===== src/rtl/reset_sequencer_if.sv =====
// Handshake bundle between a reset_sequencer and its requesters/consumers.
// The master side drives the control inputs; the slave side is the sequencer.
interface reset_sequencer_if #(
  parameter int unsigned N      = 4,
  parameter int unsigned M_BITS = 8
);

  logic              start;
  logic [N-1:0]      req;
  logic [M_BITS-1:0] hold_m;
  logic [M_BITS-1:0] gap_m;
  logic [N-1:0]      en;
  logic [N-1:0]      grant;
  logic              busy;
  logic              done;

  modport master (
    output start,
    output req,
    output hold_m,
    output gap_m,
    input  en,
    input  grant,
    input  busy,
    input  done
  );

  modport slave (
    input  start,
    input  req,
    input  hold_m,
    input  gap_m,
    output en,
    output grant,
    output busy,
    output done
  );

endinterface


===== src/rtl/reset_sequencer.sv =====
// Staged power-up reset release across N channels, followed by round-robin
// single-channel re-reset service. All outputs are registered.
module reset_sequencer #(
  parameter int unsigned N      = 4,
  parameter int unsigned M_BITS = 8
) (
  input  logic             clk,
  input  logic             reset,
  reset_sequencer_if.slave bus
);

  localparam int unsigned IW = (N > 1) ? $clog2(N) : 1;

  localparam logic [2:0] S_HELD     = 3'd0;
  localparam logic [2:0] S_SEQ_HOLD = 3'd1;
  localparam logic [2:0] S_SEQ_GAP  = 3'd2;
  localparam logic [2:0] S_RUN      = 3'd3;
  localparam logic [2:0] S_REQ_HOLD = 3'd4;

  logic [2:0]        state_q, state_d;
  logic [M_BITS-1:0] cnt_q, cnt_d;
  logic [M_BITS-1:0] hold_q, hold_d;
  logic [M_BITS-1:0] gap_q, gap_d;
  logic [IW-1:0]     ch_q, ch_d;
  logic [IW-1:0]     ptr_q, ptr_d;
  logic [N-1:0]      en_q, en_d;
  logic [N-1:0]      grant_q, grant_d;
  logic              busy_q, busy_d;
  logic              done_q, done_d;

  logic [M_BITS-1:0] hold_s;
  logic [M_BITS-1:0] gap_s;
  logic              win;
  logic [IW-1:0]     win_idx;
  int unsigned       cand;

  // Zero durations are promoted to one; round-robin search starts at ptr_q.
  always_comb begin
    hold_s  = (bus.hold_m == '0) ? M_BITS'(1) : bus.hold_m;
    gap_s   = (bus.gap_m == '0) ? M_BITS'(1) : bus.gap_m;
    win     = 1'b0;
    win_idx = '0;
    cand    = 0;
    for (int unsigned off = 0; off < N; off++) begin
      cand = 32'(ptr_q) + off;
      if (cand >= N) begin
        cand = cand - N;
      end
      if (!win && bus.req[IW'(cand)]) begin
        win     = 1'b1;
        win_idx = IW'(cand);
      end
    end
  end

  // Next-state and next-output logic; counter counts up to latched length - 1.
  always_comb begin
    state_d = state_q;
    cnt_d   = cnt_q;
    hold_d  = hold_q;
    gap_d   = gap_q;
    ch_d    = ch_q;
    ptr_d   = ptr_q;
    en_d    = en_q;
    grant_d = '0;
    busy_d  = 1'b0;
    done_d  = 1'b0;

    case (state_q)
      S_HELD: begin
        en_d = '1;
        if (bus.start) begin
          state_d = S_SEQ_HOLD;
          hold_d  = hold_s;
          gap_d   = gap_s;
          cnt_d   = '0;
          busy_d  = 1'b1;
        end
      end

      S_SEQ_HOLD: begin
        busy_d = 1'b1;
        if (cnt_q == hold_q - M_BITS'(1)) begin
          en_d[0] = 1'b0;
          ch_d    = IW'(1);
          cnt_d   = '0;
          state_d = S_SEQ_GAP;
        end else begin
          cnt_d = cnt_q + M_BITS'(1);
        end
      end

      S_SEQ_GAP: begin
        busy_d = 1'b1;
        if (cnt_q == gap_q - M_BITS'(1)) begin
          en_d[ch_q] = 1'b0;
          cnt_d      = '0;
          if (ch_q == IW'(N - 1)) begin
            state_d = S_RUN;
            busy_d  = 1'b0;
            done_d  = 1'b1;
          end else begin
            ch_d = ch_q + IW'(1);
          end
        end else begin
          cnt_d = cnt_q + M_BITS'(1);
        end
      end

      S_RUN: begin
        en_d = '0;
        // A start request outranks any pending channel request.
        if (bus.start) begin
          state_d = S_SEQ_HOLD;
          hold_d  = hold_s;
          gap_d   = gap_s;
          cnt_d   = '0;
          en_d    = '1;
          busy_d  = 1'b1;
        end else if (win) begin
          state_d          = S_REQ_HOLD;
          hold_d           = hold_s;
          cnt_d            = '0;
          ch_d             = win_idx;
          en_d[win_idx]    = 1'b1;
          grant_d[win_idx] = 1'b1;
          busy_d           = 1'b1;
          ptr_d            = (win_idx == IW'(N - 1)) ? '0 : win_idx + IW'(1);
        end
      end

      S_REQ_HOLD: begin
        busy_d = 1'b1;
        if (cnt_q == hold_q - M_BITS'(1)) begin
          en_d[ch_q] = 1'b0;
          cnt_d      = '0;
          busy_d     = 1'b0;
          done_d     = 1'b1;
          state_d    = S_RUN;
        end else begin
          cnt_d = cnt_q + M_BITS'(1);
        end
      end

      default: begin
        state_d = S_HELD;
        en_d    = '1;
      end
    endcase
  end

  always_ff @(posedge clk or negedge reset) begin
    if (!reset) begin
      state_q <= S_HELD;
      cnt_q   <= '0;
      hold_q  <= '0;
      gap_q   <= '0;
      ch_q    <= '0;
      ptr_q   <= '0;
      en_q    <= '1;
      grant_q <= '0;
      busy_q  <= 1'b0;
      done_q  <= 1'b0;
    end else begin
      state_q <= state_d;
      cnt_q   <= cnt_d;
      hold_q  <= hold_d;
      gap_q   <= gap_d;
      ch_q    <= ch_d;
      ptr_q   <= ptr_d;
      en_q    <= en_d;
      grant_q <= grant_d;
      busy_q  <= busy_d;
      done_q  <= done_d;
    end
  end

  assign bus.en    = en_q;
  assign bus.grant = grant_q;
  assign bus.busy  = busy_q;
  assign bus.done  = done_q;

endmodule


===== src/flat_wrapper.sv =====
// flat-port wrapper written by rule: the top's interface ports become plain ports
module reset_sequencer_flat 
#(
  parameter int unsigned N      = 4,
  parameter int unsigned M_BITS = 8
)
  (clk, reset, bus_start, bus_req, bus_hold_m, bus_gap_m, bus_en, bus_grant, bus_busy, bus_done);
  reset_sequencer_if #(.N(N), .M_BITS(M_BITS)) bus_i ();
  input  logic clk;
  input  logic reset;
  input wire logic [$bits(bus_i.start)-1:0] bus_start;
  input wire logic [$bits(bus_i.req)-1:0] bus_req;
  input wire logic [$bits(bus_i.hold_m)-1:0] bus_hold_m;
  input wire logic [$bits(bus_i.gap_m)-1:0] bus_gap_m;
  output wire logic [$bits(bus_i.en)-1:0] bus_en;
  output wire logic [$bits(bus_i.grant)-1:0] bus_grant;
  output wire logic [$bits(bus_i.busy)-1:0] bus_busy;
  output wire logic [$bits(bus_i.done)-1:0] bus_done;
  assign bus_i.start = bus_start;
  assign bus_i.req = bus_req;
  assign bus_i.hold_m = bus_hold_m;
  assign bus_i.gap_m = bus_gap_m;
  assign bus_en = bus_i.en;
  assign bus_grant = bus_i.grant;
  assign bus_busy = bus_i.busy;
  assign bus_done = bus_i.done;
  reset_sequencer #(.N(N), .M_BITS(M_BITS)) u_core (.clk(clk), .reset(reset), .bus(bus_i));
endmodule

===== config.mk =====
export PLATFORM = sky130hd
export DESIGN_NAME = reset_sequencer_flat
export DESIGN_NICKNAME = d
export VERILOG_FILES = /design/src/rtl/reset_sequencer_if.sv /design/src/rtl/reset_sequencer.sv /design/src/flat_wrapper.sv
export SDC_FILE = /design/constraint.sdc
export NUM_CORES = 1
export LEC_CHECK = 0
export CAP_MARGIN = 20
export CORE_MARGIN = 2
export CORE_UTILIZATION = 56
export DETAILED_ROUTE_END_ITERATION = 7
export PLACE_DENSITY = 0.79
export SLEW_MARGIN = 10
export SYNTH_ARGS = -nofsm -noshare
export SYNTH_HDL_FRONTEND = slang
export SYNTH_SLANG_ARGS = --single-unit

===== constraint.sdc =====
create_clock -name clk -period 3.1 [get_ports clk]
set_input_delay 0.465 -clock clk [delete_from_list [all_inputs] [get_ports clk]]
set_output_delay 0.465 -clock clk [all_outputs]
set_load 0.005 [all_outputs]

==> impl_results.md, run 1 <==
* Initial Utilization at a little under three fifths
* GP Congestion at 0.8480
* Syn Nets at roughly 330
* Io pins at 33
* XOR/XNOR share of the synthesized area at under 10%
* Count of cell types in the netlist at just under 60
* Final min period at slightly below 3 ns
* Final Hold Fails at 0
* Leading area contributor after synthesis: dfrtp_1
* Core area at roughly 4700 sq um
* Tcrit/Tclk final at between 90% and 100%
* Max-Cap Viols at 0
* Worst-skew pair later-pin latency at about 0.3 ns
* Die ar. at about 5400 sq um
* Hold_buf cts at 0
* Die height at 73.44 um
* Root Buffer: clkbuf_8
* CTS H-tree depth at 2
* Area Overhead vs Synth at 19.09%
* Die width at roughly 73 um
* DP HPWL at around 4500 um
* Buffers on Ports at 32
* Multiplexer share of the synthesized area at roughly 6.6%
* Setup Skew at about 0.0082 ns
* Cts bufs inserted at 5
* Row Count at 25
* GRT Util Overall at between 20% and 30%
* Routed WL per cell at around 16 um
* Antenna violations before repair at 0
* DP Worst Slack at ~0.15 ns
* Share of layout cells above drive strength 1 at 12.87%
* Slowest cell on the critical path: or4_1
* Required @ worst endpoint at 3.32 ns
* Compound-Gate Fraction of Synth Area at roughly 19%
* Post-route setup slack at 0.1319 ns
* Setup crit end: u_core.bus.en[1]
* Final TNS setup at 0 ns
* Largest cells by area after synthesis: dfrtp_1 (34%), ha_1 (5.1%), mux2_2 (4.6%)
* Critical Path AT at about 3.2 ns
* Commonest non-fill, non-tap cells in the layout: dfrtp_1 (37), clkdlybuf4s50_1 (31), nand2_1 (30), nor2_1 (24), inv_1 (21)
* Core Util, Final at between 60% and 70%
* Seq/Total Area, Yosys at between 30% and 40%
* Critical Path Start Type: flop
* ANT cells at 0
* # setup viols final at 0
* Nets at about 370
* Leakage power at 0.001411 uW
* Sequential Area at just over 1000 sq um
* CP bufs+invs at 2
* Syn_area_per_cell at roughly 9 sq um
* FF-to-FF path depth at 10
* Routed vias/inst at 6.044
* Crit path launch: u_core.gap_q[0]
* Synth Instances at ~300
* Synth Area in Adders at roughly 5%
* Vias in the first global route at approximately 2200
* Clock sinks at 41
* Max rail drop VDD at ~660 uV
* CP Class: flop to flop
* Area of the multi-input gates at about 1500 sq um
* Largest net degree at the start of global routing at between 40 and 50
* Critical Path Sink Type: flop
* Post-synth top flop: dfrtp_1
* Antenna viol nets, final at 0
* Number of synthesized register bits at 41
* Reg2reg end: u_core.bus.en[1]
* Min-Delay Path Class: input port to asynchronous set/reset pin
* Relative slew slack at 38.07%
* Critical Path Fanout Max at 8
* FF-to-FF Start: u_core.gap_q[0]
* Reg2Reg Setup Slack at about 0.13 ns
* Maximum clock path buffer count at 2
* Final WL at between 6000 and 7000 um
* Fmax at around 0.34 GHz
* Top delay family on crit path: simple AND/OR/NAND/NOR gates
* CP Cell Sequence: inv_1 > ha_1 > or3b_1 > or4_1 > a32oi_2 > o211ai_2 > a22oi_4 > buf_12 > nand2b_2 > mux2_1
* Worst-Margin Slew at between 0.9 and 1 ns
* Yosys warning count at 0
* Synth top area share at roughly a third
* Synthesized area at around 2700 sq um
* DRC marker count from the first detailed-route iteration at approximately 180
* First-pass GRT wire length at roughly 10000 um
* Clock slew at reported path FFs at around 0.08 ns
* Drt first pass iters at 4
* Critical Path Max Stage Delay at 0.50 ns
* Final-report max-slew violation count at 0
* Post-Synth Simple-Gate Area at about a fifth
* Largest family of logic cells by synthesized area: simple AND/OR/NAND/NOR gates
* DRC at 0
* EDFF count, synth at 0
* Power per cell area at slightly below 1000 nW/um^2
* Async S/R FF share, synth at 100.0%
* Via count at ~2300
* Outcome: finished clean
* Most common cell after layout, fill and taps aside: dfrtp_1
* RSZ-0062 raised after global routing: no
* Filler Cell Count at between 300 and 400
* CTS tree: done
* Global route overflow at 0
* Worst path depth at 10
[state kept, by name, indices dropped and copies added (netlist names)]
name	cells
u_core.hold_q	8
u_core.bus.done	1
u_core.bus.busy	1
u_core.state_q	3
u_core.ch_q	2
u_core.bus.grant	4
u_core.ptr_q	2
u_core.gap_q	8
u_core.bus.en	4
u_core.cnt_q	8
[logic make-up (layout without fill, tap and decap cells)]
| family | after synthesis | after routing |
|---|---|---|
| AO/OA/AOI/OAI | 70 | 70 |
| XOR/XNOR | 16 | 16 |
| adder cells (fa/ha/maj) | 11 | 11 |
| buffers and inverters | 35 | 70 |
| flip-flops | 41 | 41 |
| multiplexers | 16 | 16 |
| AND/OR/NAND/NOR | 110 | 110 |
[worst reg2reg max path: stages, from the launching register on]
cell	delay (ns)
dfrtp_1	0.43
inv_1	0.09
ha_1	0.23
or3b_1	0.42
or4_1	0.50
a32oi_2	0.24
o211ai_2	0.16
a22oi_4	0.29
buf_12	0.15
nand2b_2	0.08
mux2_1	0.31
[metrics by stage]
stage                     hold WS, ns  instances  total power, uW  cell area, sq um
after floorplan                0.1694        299             2210              2700
after global placement         0.5114        377             2565              3064
after detailed placement       0.5276        377             2624              3064
after CTS                      0.3426        385             3090              3181
after global routing           0.3990        388             3420              3216
final                          0.3082        388             3171              3216
[layout make-up]
class / count / area share [%]
clock inverter: 1 / 0.9339
inverter: 22 / 2.568
multi-input combinational: 223 / 47.59
clock buffer: 7 / 2.685
timing repair buffer: 40 / 12.06
sequential: 41 / 32.06
tap: 54 / 2.101
[cells in the mapped netlist, drive strengths merged, types with 3 or more instances]
library cell and count:
a211o 3, a21o 4, a21oi 16, a32oi 4, and2 5, clkbuf 12
dfrtp 37, dfstp 4, ha 11, inv 21, mux2 14, nand2 30
nand2b 7, nand3 4, nand4 3, nor2 24, nor2b 3, nor3 13
nor4 5, o211ai 4, o21ai 15, o221ai 3, or2 3, or3b 3
or4 4, xnor2 11, xor2 5
[routing by layer]
layer	up-vias	wire length, um	track usage, %
li1	1132	-	-
met1	1137	2478	29.63
met2	65	3164	43.14
met3	11	266	4.252
met4	0	111	8.081
met5	-	0	0
[report_power, final]
part	switching, uW	internal [uW]	total [uW]	leakage, uW
clock	184	263	446	0.0000585
combinational	857	823	1680	0.000847
sequential	288	757	1040	0.000505
total	1330	1840	3170	0.00141
[worst min path at each step]
| stage | start | end | slack [ns] | cells past startpoint |
|---|---|---|---|---|
| after floorplan | reset | u_core.bus.busy | 0.17 | 0 |
| after CTS | reset | u_core.cnt_q[3] | 0.34 | 1 |
| after detailed placement | u_core.hold_q[7] | u_core.hold_q[7] | 0.53 | 1 |
| after global placement | u_core.bus.en[0] | u_core.bus.en[0] | 0.51 | 2 |
| final | reset | u_core.hold_q[1] | 0.31 | 1 |
| after global routing | reset | u_core.hold_q[1] | 0.40 | 1 |
[timing repair]
item	in CTS	in global routing
setup endpoints to repair	0	2
resized for setup	0	0
buffers inserted	0	3
(Power assumes the default switching activity.)
==> run 2: changes to the inputs <==
Settings changed: MAX_ROUTING_LAYER from default to met4.
==> results of run 2 <==
No change in the layout: final DEF, timing and power equal those of run 1.
Among the figures that moved: final weighted congestion in routability-driven placement 0.8480 -> 0.8614; overall routing resource usage 24.26% -> 24.98%
